[src/rtl/mem_bus_arbiter.sv]
// mem_bus_arbiter
// ---------------------------------------------------------------------------
// Shares one memory port between two masters: M0 (processor) and M1 (DMA,
// debug loader, ...). Each transaction is captured into bus registers when it
// is granted. The registered address, data and strobe are held on the memory
// side until the memory answers with iMemRdy. The owner then gets a one-cycle
// Done pulse, and for reads also the registered read data. A watchdog ends a
// transaction with an error pulse if the memory never answers.
//
// Handshake: a master raises Read and/or Write (a level) with a stable
// address/data and keeps it up until it sees its Done pulse. The memory side
// sees a strobe (oMemRead/oMemWrite) for the whole BUSY phase. The access
// completes on the first rising edge where the strobe is high and iMemRdy = 1.
// Done follows one cycle later. iMemRdy has no effect while no strobe is high.
//
// Parameters : ADDR_W, DATA_W, TIMEOUT (0 disables the watchdog)
// Ports      : iClk, nRst (async, active low)
//              iMxRead/iMxWrite/iMxAddr/iMxData   master x request
//              oMxData/oMxDone/oMxErr             master x response
//              oMemAddr/oMemData/oMemRead/oMemWrite, iMemData/iMemRdy  memory
//              oGrant    one-hot owner (bit0 = M0, bit1 = M1), 00 when idle
//              oDbgState FSM state (0 idle, 1 busy, 2 done)
// Option     : `define MEM_ARB_ROUND_ROBIN_EN gives round-robin tie breaking.
//              When it is not defined, M0 always wins ties.
// ---------------------------------------------------------------------------
module mem_bus_arbiter #(
  parameter int ADDR_W  = 32,
  parameter int DATA_W  = 32,
  parameter int TIMEOUT = 255
) (
  input  logic              iClk,
  input  logic              nRst,
  input  logic              iM0Read,
  input  logic              iM0Write,
  input  logic [ADDR_W-1:0] iM0Addr,
  input  logic [DATA_W-1:0] iM0Data,
  output logic [DATA_W-1:0] oM0Data,
  output logic              oM0Done,
  output logic              oM0Err,
  input  logic              iM1Read,
  input  logic              iM1Write,
  input  logic [ADDR_W-1:0] iM1Addr,
  input  logic [DATA_W-1:0] iM1Data,
  output logic [DATA_W-1:0] oM1Data,
  output logic              oM1Done,
  output logic              oM1Err,
  output logic [ADDR_W-1:0] oMemAddr,
  output logic [DATA_W-1:0] oMemData,
  input  logic [DATA_W-1:0] iMemData,
  input  logic              iMemRdy,
  output logic              oMemRead,
  output logic              oMemWrite,
  output logic [1:0]        oGrant,
  output logic [1:0]        oDbgState
);

  localparam logic [1:0] ST_IDLE = 2'd0;
  localparam logic [1:0] ST_BUSY = 2'd1;
  localparam logic [1:0] ST_DONE = 2'd2;

  // The counter must be able to hold TIMEOUT-1. Keep at least one bit so the
  // disabled watchdog (TIMEOUT = 0) still elaborates.
  localparam int CNT_W = (TIMEOUT < 2) ? 1 : $clog2(TIMEOUT + 1);
  localparam logic [CNT_W-1:0] CNT_LAST = (TIMEOUT == 0) ? '0 : CNT_W'(TIMEOUT - 1);

  logic [1:0]        state_q, state_d;
  logic              owner_q, owner_d;      // 0 = M0, 1 = M1
  logic              wr_q, wr_d;            // 1 = write, 0 = read
  logic [ADDR_W-1:0] addr_q, addr_d;
  logic [DATA_W-1:0] wdata_q, wdata_d;
  logic [CNT_W-1:0]  cnt_q, cnt_d;
  logic              err_q, err_d;
  logic [DATA_W-1:0] m0_rdata_q, m0_rdata_d;
  logic [DATA_W-1:0] m1_rdata_q, m1_rdata_d;

  logic req0, req1, grant_m1, prio_m1;

  assign req0 = iM0Read | iM0Write;
  assign req1 = iM1Read | iM1Write;

`ifdef MEM_ARB_ROUND_ROBIN_EN
  // After a completed transaction the pointer moves to the master that was
  // not served. This way a master that keeps requesting cannot win two ties
  // in a row.
  logic rr_ptr_q, rr_ptr_d;

  always_comb begin
    rr_ptr_d = rr_ptr_q;
    if (state_q == ST_DONE) rr_ptr_d = ~owner_q;
  end

  always_ff @(posedge iClk or negedge nRst) begin
    if (!nRst) rr_ptr_q <= 1'b0;
    else       rr_ptr_q <= rr_ptr_d;
  end

  assign prio_m1 = rr_ptr_q;
`else
  assign prio_m1 = 1'b0;
`endif

  // M1 wins if it is the only requester, or if there is a tie and it holds
  // priority.
  assign grant_m1 = req1 & (~req0 | prio_m1);

  always_comb begin
    state_d    = state_q;
    owner_d    = owner_q;
    wr_d       = wr_q;
    addr_d     = addr_q;
    wdata_d    = wdata_q;
    cnt_d      = cnt_q;
    err_d      = err_q;
    m0_rdata_d = m0_rdata_q;
    m1_rdata_d = m1_rdata_q;

    case (state_q)
      ST_IDLE: begin
        cnt_d = '0;
        err_d = 1'b0;
        if (req0 | req1) begin
          owner_d = grant_m1;
          // Read and Write both high is treated as a write.
          wr_d    = grant_m1 ? iM1Write : iM0Write;
          addr_d  = grant_m1 ? iM1Addr  : iM0Addr;
          wdata_d = grant_m1 ? iM1Data  : iM0Data;
          state_d = ST_BUSY;
        end
      end

      ST_BUSY: begin
        cnt_d = cnt_q + 1'b1;
        if (iMemRdy) begin
          if (!wr_q) begin
            if (owner_q) m1_rdata_d = iMemData;
            else         m0_rdata_d = iMemData;
          end
          state_d = ST_DONE;
        end else if ((TIMEOUT != 0) && (cnt_q == CNT_LAST)) begin
          err_d   = 1'b1;
          state_d = ST_DONE;
        end
      end

      ST_DONE: begin
        cnt_d   = '0;
        state_d = ST_IDLE;
      end

      default: state_d = ST_IDLE;
    endcase
  end

  always_ff @(posedge iClk or negedge nRst) begin
    if (!nRst) begin
      state_q    <= ST_IDLE;
      owner_q    <= 1'b0;
      wr_q       <= 1'b0;
      addr_q     <= '0;
      wdata_q    <= '0;
      cnt_q      <= '0;
      err_q      <= 1'b0;
      m0_rdata_q <= '0;
      m1_rdata_q <= '0;
    end else begin
      state_q    <= state_d;
      owner_q    <= owner_d;
      wr_q       <= wr_d;
      addr_q     <= addr_d;
      wdata_q    <= wdata_d;
      cnt_q      <= cnt_d;
      err_q      <= err_d;
      m0_rdata_q <= m0_rdata_d;
      m1_rdata_q <= m1_rdata_d;
    end
  end

  logic busy, done;
  assign busy = (state_q == ST_BUSY);
  assign done = (state_q == ST_DONE);

  assign oMemAddr  = addr_q;
  assign oMemData  = wdata_q;
  assign oMemRead  = busy & ~wr_q;
  assign oMemWrite = busy & wr_q;
  assign oGrant    = (busy | done) ? (owner_q ? 2'b10 : 2'b01) : 2'b00;
  assign oM0Done   = done & ~owner_q;
  assign oM1Done   = done & owner_q;
  assign oM0Err    = done & ~owner_q & err_q;
  assign oM1Err    = done & owner_q & err_q;
  assign oM0Data   = m0_rdata_q;
  assign oM1Data   = m1_rdata_q;
  assign oDbgState = state_q;

endmodule

[config.mk]
export PLATFORM = sky130hd
export DESIGN_NAME = mem_bus_arbiter
export DESIGN_NICKNAME = d
export VERILOG_FILES = /design/src/rtl/mem_bus_arbiter.sv
export SDC_FILE = /design/constraint.sdc
export NUM_CORES = 1
export LEC_CHECK = 0
export ABC_AREA = 1
export CAP_MARGIN = 20
export CORE_ASPECT_RATIO = 0.6
export CORE_MARGIN = 2
export CORE_UTILIZATION = 38
export DETAILED_ROUTE_END_ITERATION = 7
export PLACE_DENSITY = 0.75
export SYNTH_ARGS = -nofsm -noshare
export SYNTH_HDL_FRONTEND = slang
export SYNTH_SLANG_ARGS = --single-unit
export TNS_END_PERCENT = 30
[constraint.sdc]
create_clock -name iClk -period 1.5 [get_ports iClk]
set_input_delay 0.15 -clock iClk [delete_from_list [all_inputs] [get_ports iClk]]
set_output_delay 0.15 -clock iClk [all_outputs]
set_load 0.01 [all_outputs]
==> reports/results.tsv, run 1 <==
stage	metric	value	unit
pwr	fin_total_pwr	20.4	mW
route	drc_errors	0	
status	violations	setup timing	
clock_tree	clock_latency	400	ps
floorplan	start_util	39.0	%
clock_tree	cts_made_buffers	17	
global_routing	first_global_vias	6325	
clock_tree	cts.path.max_buffers	2	
route	route.antenna.remaining_nets	0	
placement	portBuffers	304	
logic_synthesis	synth_edf_count	0	
global_routing	grt_pass1_wl	33.2	mm
placement	dp_cells	1349	
pwr	ir_drop	0.000769	V
route	vias	6436	
placement	hpwlAfterDp	14.5	mm
logic_synthesis	yosysUniqueCellTypes	26	
logic_synthesis	synthTopCellsByArea	dfrtp_1, nand2_1, o21ai_1	
logic_synthesis	netlist_instances	827	
pwr	p_leak	6.46	nW
route	wirelength	21.9	mm
route	firstDrtPassIters	5	
logic_synthesis	yosysTopAreaCellShare	52.7	%
timing	maxSlewViolCount	0	
logic_synthesis	synth_nets	1000	
clock_tree	htree_levels	4	
floorplan	rows	37	
floorplan	die_w	175	um
timing	finalHoldViolCount	0	
setup_path	worstPathRequired	1350	ps
setup_path	crit_fanout	3	
status	status	complete, but fails checks	
logic_synthesis	seq_area_frac_synth	52.7	%
layout	fin_util	65.8	%
layout	antenna_cells	0	
timing	post-route-period-util	107	%
timing	hold_ws	227	ps
clock_tree	cts_root_buffer	clkbuf_16	
clock_tree	cts.sinks	141	
global_routing	grt_max_degree	55	
timing	max_freq	0.624	GHz
setup_path	crit_path_end_kind	output pin	
pwr	powerDensity	1800	nW/um^2
flow_run	drv_cap	0	
timing	worst_pin_slew	404	ps
timing	slew_headroom	73.1	%
timing	setup_viol	74	
logic_synthesis	ys.warnings.count	0	
route	wl_met2	10.1	mm
placement	place_congestion	0.809	
logic_synthesis	synth.largest_area_cell	dfrtp_1	
layout	stdcell_area	11300	um^2
floorplan	io_pins	305	
route	routedWlPerCell	15.7	um
layout	fin_nets	1323	
logic_synthesis	async_flop_share	100	%
route	dr_wl_met3	1.84	mm
route	highest_layer	met4	
floorplan	core_area	17200	um^2
clock_tree	clkSlewWorstSetupHoldPaths	60	ps
setup_path	worstSetupStartpointType	flop	
min_path	hp-class	in -> async	
global_routing	grt_usage	22.8	%
layout	syn_to_final_growth	68.7	%
placement	placed_area	9980	um^2
route	vias_per_cell	4.61	
route	dr.first_iter.drc_count	479	
placement	post-place-ws	-136	ps
logic_synthesis	syn_area	6700	um^2
layout	fin_cells	1397	
layout	final_common_cell	nand2_1	
logic_synthesis	yosys_register_bits	141	
route	met1Wirelength	9.66	mm
floorplan	design.die.area	18700	um^2
timing	layout_setup_ws	-102	ps
timing	fin_skew	10.6	ps
layout	drive_above_1_share	14.8	%
timing	tns	-4080	ps
global_routing	grt_overflow_total	0	
timing	min_period	1600	ps
setup_path	arrival	1450	ps
logic_synthesis	synth_flop_cell	dfrtp_1	
logic_synthesis	avgSynthCellArea	8.10	um^2
clock_tree	cts_tree	yes	
layout	final_cell_mix	nand2_1, clkdlybuf4s50_1, dfrtp_1, inv_1, o21ai_1	
timing	rsz0062_at_grt	true	
floorplan	die_y	107	um
global_routing	antenna_found_initial	0	
setup_path	crit_type	reg -> out	
-- final cells by class --
cell class                      instances  area, um^2
Clock buffer                           19         443
Tap cell                              234         293
Clock inverter                         13         178
Fill cell                            1409        5870
Sequential cell                       141        3530
Timing Repair Buffer                  345        3790
Multi-Input combinational cell        527        2620
Inverter                              118         445
-- path summary, 6_finish.rpt --
check | from | end | slack, ps | cells past startpoint
worst max-delay path | oDbgState[0] | oMemWrite | -100 | 6
worst min-delay path | nRst | oMemAddr[1] | 230 | 2
worst max register to register | oDbgState[0] | oM1Data[15] | -90 | 9
worst min register to register | oMemData[3] | oMemData[3] | 470 | 2
max in group asynchronous | nRst | oM1Data[18] | 720 | 3
min in group iClk | iMemData[24] | oM0Data[24] | 310 | 3
-- registers in the layout, summed over array words and instances (netlist names) --
name,count
oMemData,32
cnt_q,8
wr_q,1
oDbgState,2
oM0Data,32
oMemAddr,32
oM1Data,32
err_q,1
owner_q,1
-- cells in the mapped netlist (all sizes together), types with 2 or more instances --
library cell / n
buf: 38
clkbuf: 3
dfrtp: 141
ha: 6
inv: 118
nand2: 353
nand3: 6
nand4: 2
nor2: 21
o21ai: 133
-- power by group --
group / internal [mW] / switching, mW
sequential: 5.50 / 1.12
combinational: 4.70 / 4.61
clock: 2.71 / 1.74
total: 12.9 / 7.47
-- cell families (layout without fill, tap and decap cells) --
| logic type | Yosys count | after routing | synth area share [%] |
|---|---|---|---|
| xor gates and xnor gates | 2 | 2 | 0.262 |
| and+or+nand+nor | 384 | 384 | 22.5 |
| AOI/OAI and AO/OA | 135 | 135 | 11.1 |
| DFF | 141 | 141 | 52.7 |
| adders and majority gates | 6 | 6 | 1.12 |
| buffers and inverters | 159 | 495 | 12.4 |
-- critical path: stages, from the launching register on --
cell and delay (ps):
dfrtp_1 400, buf_6 140, ha_4 160, buf_4 130
nand2_1 60, inv_1 50, buf_6 110
-- layer usage --
metal / track usage, % / vias up
met2: 37.1 / 261
met5: 0 / -
met1: 30.8 / 2980
li1: - / 3170
met4: 4.66 / 0
met3: 6.17 / 25
-- what timing repair did --
| item | CTS | global route |
|---|---|---|
| endpoints found under the setup margin | 92 | 199 |
| hold endpoints to repair | 35 | 0 |
| buffers inserted | 9 | 0 |
| cloned | 8 | 2 |
| pin swaps | 2 | 2 |
| hold buffers | 1 | 0 |
| resized for setup | 115 | 116 |
(Power assumes the default switching activity.)
==> inputs of run 2 (changes only) <==
Settings changed: GPL_TIMING_DRIVEN set to 0, SETUP_SLACK_MARGIN set to 0.5.
==> reports/results.tsv, run 2 (synthesized netlist as in run 1, its figures left out) <==
stage	metric	value	unit	change
clock_tree	htree_levels	4		unchanged
setup_path	reg2reg_slack	-110	ps	-20 ps
pwr	ir_drop	0.000720	V	-6.4%
clock_tree	cts.path.max_buffers	2		unchanged
pwr	powerDensity	1880	nW/um^2	+4.3%
timing	maxSlewViolCount	0		unchanged
pwr	p_int	13.3	mW	+2.9%
setup_path	slowest_delay	450	ps	+50 ps
floorplan	die_y	107	um	unchanged
route	drc_errors	0		unchanged
setup_path	crit_type	reg -> reg		
setup_path	worstSetupStartpointType	flop		
timing	setup_viol	76		+2.7%
pwr	seqPwrFrac	30.9	%	-1.5 points
status	status	complete, but fails checks		
status	violations	hold timing, setup timing		
route	routedWlPerCell	16.1	um	+2.5%
global_routing	grt_max_degree	85		+55%
flow_run	drv_cap	0		unchanged
layout	final_cell_mix	nand2_1, clkdlybuf4s50_1, dfrtp_1, inv_1, o21ai_1		
placement	place_congestion	0.812		+0.36%
layout	fillers	1434		+1.8%
setup_path	crit_path_end_kind	flop		
pwr	p_leak	6.25	nW	-3.3%
clock_tree	cts_tree	yes		
setup_path	rr_worst_depth	10		+1
setup_path	crit-reg2reg-launch	oDbgState[1]		
placement	hpwlAfterDp	16.0	mm	+10%
placement	portBuffers	304		unchanged
layout	antenna_cells	0		unchanged
layout	fin_cells	1430		+2.4%
pwr	fin_total_pwr	21.5	mW	+5.5%
timing	tns	-4950	ps	-866 ps
route	vias	6592		+2.4%
route	dr.first_iter.drc_count	465		-2.9%
min_path	hp-class	in -> async		
global_routing	antenna_found_initial	0		unchanged
route	route.antenna.remaining_nets	0		unchanged
placement	placed_area	10100	um^2	+1.2%
clock_tree	cts_root_buffer	clkbuf_16		
floorplan	design.die.area	18700	um^2	unchanged
floorplan	rows	37		unchanged
pwr	swShare	38.2	%	+1.5 points
clock_tree	clkSlewWorstSetupHoldPaths	70	ps	about the same
floorplan	core_area	17200	um^2	unchanged
layout	fin_nets	1356		+2.5%
setup_path	cp_slowest_cell	dfrtp_2		
timing	worst_pin_slew	566	ps	+162 ps
floorplan	start_util	39.0	%	unchanged
placement	post-place-ws	-234	ps	-97.7 ps
global_routing	grt_overflow_total	0		unchanged
pwr	pwr-share-clk	18.8	%	-3.1 points
pwr	combPwrFrac	50.3	%	+4.6 points
route	vias_per_cell	4.61		about the same
timing	layout_setup_ws	-106	ps	-4.52 ps
layout	final_common_cell	nand2_1		
setup_path	crit_chain	inv_4 -> ha_4 -> inv_4 -> nor2_4 -> buf_6 -> nand3_4 -> buf_12 -> buf_8 -> nand2_1 -> o21ai_1		
layout	syn_to_final_growth	70.6	%	
route	wirelength	23.0	mm	+4.9%
global_routing	grt_pass1_wl	34.9	mm	+5.0%
timing	min_period	1610	ps	+4.52 ps
clock_tree	clock_latency	400	ps	about the same
pwr	p_sw	8.21	mW	+9.9%
setup_path	crit_fanout	10		+7
setup_path	worstPathRequired	1780	ps	+430 ps
placement	dp_cells	1366		+1.3%
timing	slew_headroom	62.3	%	-11 points
global_routing	grt_usage	24.1	%	+1.3 points
global_routing	first_global_vias	6556		+3.7%
setup_path	path_delay_family	buffers and inverters		
setup_path	arrival	1890	ps	+440 ps
layout	fin_util	66.5	%	+0.75 points
setup_path	crit_buf_inv	5		+1
timing	finalHoldViolCount	57		+57
timing	fin_skew	13.2	ps	+2.57 ps
floorplan	die_w	175	um	unchanged
timing	rsz0062_at_grt	true		
layout	stdcell_area	11400	um^2	+1.1%
timing	hold_ws	-298	ps	-525 ps
timing	max_freq	0.623	GHz	-0.28%
clock_tree	cts.sinks	141		unchanged
setup_path	crit_path_frequent_cell	inv_4		
clock_tree	cts_made_buffers	17		unchanged
floorplan	io_pins	305		unchanged
timing	post-route-period-util	107	%	+0.30 points
layout	drive_above_1_share	25.8	%	+11 points
route	firstDrtPassIters	4		-1
setup_path	r2r_end	oM1Data[17]		
==> run 2: changes by cell type in the layout (fill, tap and decap cells not counted), sizes merged <==
| cell | before | now |
|---|---|---|
| dlygate4sd2 | 26 | 24 |
| buf | 45 | 163 |
| clkdlybuf4s50 | 205 | 165 |
| inv | 124 | 127 |
| bufbuf | 1 | 0 |
| clkdlybuf4s15 | 2 | 0 |
| bufinv | 3 | 0 |
| nand3b | 1 | 2 |
| dlygate4sd3 | 1 | 0 |
| dlymetal6s2s | 63 | 22 |
| clkinv | 2 | 3 |
==> run 2: worst max-delay path by stage <==
| stage | start | slack, ps | end | cells past startpoint |
|---|---|---|---|---|
| detailed placement | iM0Read | -230 | oMemAddr[13] | 8 |
| finish | oDbgState[1] | -110 | oM1Data[17] | 10 |
| global placement | nRst | -5520 | oMemData[6] | 1 |
| CTS | oDbgState[1] | -70 | oM1Data[7] | 10 |
| floorplan | oDbgState[1] | -10 | oM0Data[23] | 8 |
| global route | oDbgState[1] | -180 | oM1Data[28] | 9 |
==> run 2: worst reg2reg max path: cells and delay by family, from the launching register on <==
| family | cells | cell delay (ps) |
|---|---|---|
| compound gates | 1 | 70 |
| fa+ha+maj | 1 | 160 |
| flops | 1 | 450 |
| buf+inv | 5 | 580 |
| simple gates | 3 | 240 |
==> run 2: what timing repair did <==
| action | 4_1_cts | 5_1_grt |
|---|---|---|
| gates resized for setup | 370 | 239 |
| setup endpoints to repair | 279 | 279 |
| pin swaps | 13 | 31 |
| endpoints found under the hold margin | 57 | 57 |
| gates cloned | 6 | 1 |
| setup buffers | 20 | 5 |
==> run 2: area by class of cell <==
class / count / area [um^2] / area share, %
sequential: 141 / 3530 / 30.9
timing repair buffer: 336 / 3380 / 29.5
multi-input combinational: 528 / 2690 / 23.5
buffer: 41 / 524 / 4.59
inverter: 118 / 458 / 4.01
clock buffer: 18 / 439 / 3.84
tap: 234 / 293 / 2.56
clock inverter: 14 / 124 / 1.08
==> run 2: power by group through the flow <==
stage	Sequential, mW	Combinational [mW]	Clock, mW
detailed placement	6.49	9.18	0
floorplan	7.18	3.31	0
global placement	6.46	9.04	0
CTS	6.53	10.2	4.12
global route	6.83	11.7	4.31
finish	6.64	10.8	4.04
==> run 2: routing by layer <==
metal | part of all wire (%) | vias to the layer above | wire length, um | track usage (%)
li1 | - | 3236 | - | -
met1 | 45 | 3114 | 10300 | 32.9
met2 | 47 | 226 | 10700 | 38.9
met3 | 7.4 | 16 | 1690 | 6.42
met4 | 1.1 | 0 | 255 | 4.96
met5 | 0 | - | 0 | 0
==> edit, RTL diff (flow settings as in run 1) <==
The option `MEM_ARB_ROUND_ROBIN_EN` is turned on by a define.
--- a/src/rtl/mem_bus_arbiter.sv
+++ b/src/rtl/mem_bus_arbiter.sv
@@ -23,6 +23,8 @@
 // Option     : `define MEM_ARB_ROUND_ROBIN_EN gives round-robin tie breaking.
 //              When it is not defined, M0 always wins ties.
 // ---------------------------------------------------------------------------
+`define MEM_ARB_ROUND_ROBIN_EN
+
 module mem_bus_arbiter #(
   parameter int ADDR_W  = 32,
   parameter int DATA_W  = 32,
Formal check against the unedited RTL: not equivalent (a bounded check fails within 10 cycles, from zero or initial values and one cycle with nRst low).
==> edit against run 1 <==
The flow still finishes with violations (negative setup slack); routed wire length increased by 4.2%; fmax increased by 0.17%; final area decreased by 0.73%; synthesized area decreased by 3.1%; sequential share of layout area increased by 0.45 points; sequential cell count increased by 1; clock power decreased by 7.4%; sequential power about the same; worst hold slack got worse by 0.043 ns; power increased by 9.6%; worst setup slack improved by 0.0027 ns; count of clock-buffer cells in the layout decreased by 2; clock skew increased by 0.0018 ns; critical path type unchanged.
==> edit: results <==
setup_path:
  ff2ff_path_depth: 8
  cp_max_fo: 4
synth:
  yosysSeqAreaShare: 0.547
  synth_area_leaders: "dfrtp_1, nand2_1, nand3_1"
timing:
  timing.slew.headroom: 0.703
  skew_ns: 0.0124
  final.setup.worst_slack_ns: -0.0989
  setup_viol: 107
detailed_routing:
  drt-met1-wl_um: 10100
  drt_wl_total_um: 22800
  wl_met3_um: 1710
  routed_via_density: 4.68
  firstDrtPassIters: 4
power:
  leakagePower_uw: 0.00635
  vdd_drop_max_mv: 0.884
  p_int_uw: 13700
layout:
  layout.nets: 1337
  drive_gt1_frac: 0.123
placed_design:
  placed_cell_area_um2: 9990
  post-dp-hpwl_um: 15000
  place_congestion: 0.836
global_route:
  grt_start_max_net_pins: 65
  antenna_found_initial: 1
  grt_pass1_wl_um: 33200
  grt_pass1_vias: 6337
status:
  status: "complete, but fails checks"
  violations: "negative setup slack"
==> edit: cell families after synthesis <==
kind of cell	share of synthesized area
flip-flops	0.547
AO/OA/AOI/OAI	0.0565
AND/OR/NAND/NOR	0.314
adder cells (fa/ha/maj)	0.0116
XOR/XNOR	0.00270
buffers and inverters	0.0676
==> edit: metal layers <==
layer | global-route usage | vias to the layer above
li1 | - | 3261
met1 | 0.294 | 3084
met2 | 0.367 | 218
met3 | 0.0776 | 20
met4 | 0.0678 | 0
met5 | 0 | -
==> edit: area by class of cell <==
| class | instances | area [um^2] |
|---|---|---|
| Tap cell | 228 | 285 |
| Sequential cell | 142 | 3550 |
| Antenna cell | 1 | 2.50 |
| Clock inverter | 15 | 146 |
| Multi-Input combinational cell | 592 | 2670 |
| Timing Repair inverter | 1 | 11.3 |
| Clock buffer | 17 | 425 |
| Inverter | 54 | 215 |
| Timing Repair Buffer | 356 | 3910 |
| Fill cell | 1340 | 5270 |
==> edit: metrics by stage <==
step	hold slack [ns]	setup WS (ns)	TNS (ns)	power, uW	cells
detailed placement	0.0334	-0.241	-12.08	16800	1353
global placement	0.0347	-0.208	-8.37	16600	1353
floorplan	-0.146	-0.0370	-2.19	11000	836
finish	0.185	-0.0989	-4.68	22300	1406
global route	0.198	-0.151	-14.21	23800	1406
CTS	0.185	-0.143	-0.739	21000	1386
==> edit: path summary, 6_finish.rpt <==
| check | start | endpoint | slack [ns] |
|---|---|---|---|
| setup / recovery | oDbgState[0]$_DFFE_PN0P_ | oMemWrite | -0.1 |
| hold / removal | nRst | oMemData[7]$_DFFE_PN0P_ | 0.18 |
| setup reg to reg | oDbgState[1]$_DFFE_PN0P_ | oMemData[15]$_DFFE_PN0P_ | -0.08 |
| hold reg to reg | oMemAddr[19]$_DFFE_PN0P_ | oMemAddr[19]$_DFFE_PN0P_ | 0.47 |
| max in group asynchronous | nRst | oM0Data[18]$_DFFE_PN0P_ | 0.78 |
| min in group iClk | iMemData[5] | oM1Data[5]$_DFFE_PN0P_ | 0.31 |
==> edit: power by group through the flow <==
| stage | combinational (uW) | clock [uW] | sequential [uW] |
|---|---|---|---|
| global placement | 10000 | 0 | 6590 |
| global route | 12600 | 4380 | 6850 |
| floorplan | 3670 | 0 | 7360 |
| finish | 11600 | 4120 | 6630 |
| detailed placement | 10200 | 0 | 6610 |
| CTS | 10100 | 4220 | 6600 |
==> edit: critical path, delay by kind of cell, from the launching register on <==
kind / cells / cell delay [ns]
DFF: 1 / 0.41
buffers and inverters: 4 / 0.41
adders and majority gates: 1 / 0.17
and+or+nand+nor: 1 / 0.07
==> edit: timing repair <==
action	in CTS	in global routing
hold buffers	1	0
setup endpoints to repair	125	208
gates resized for setup	61	135
cloned	0	11
buffers inserted	0	8
pin swaps	1	13
endpoints found under the hold margin	142	0
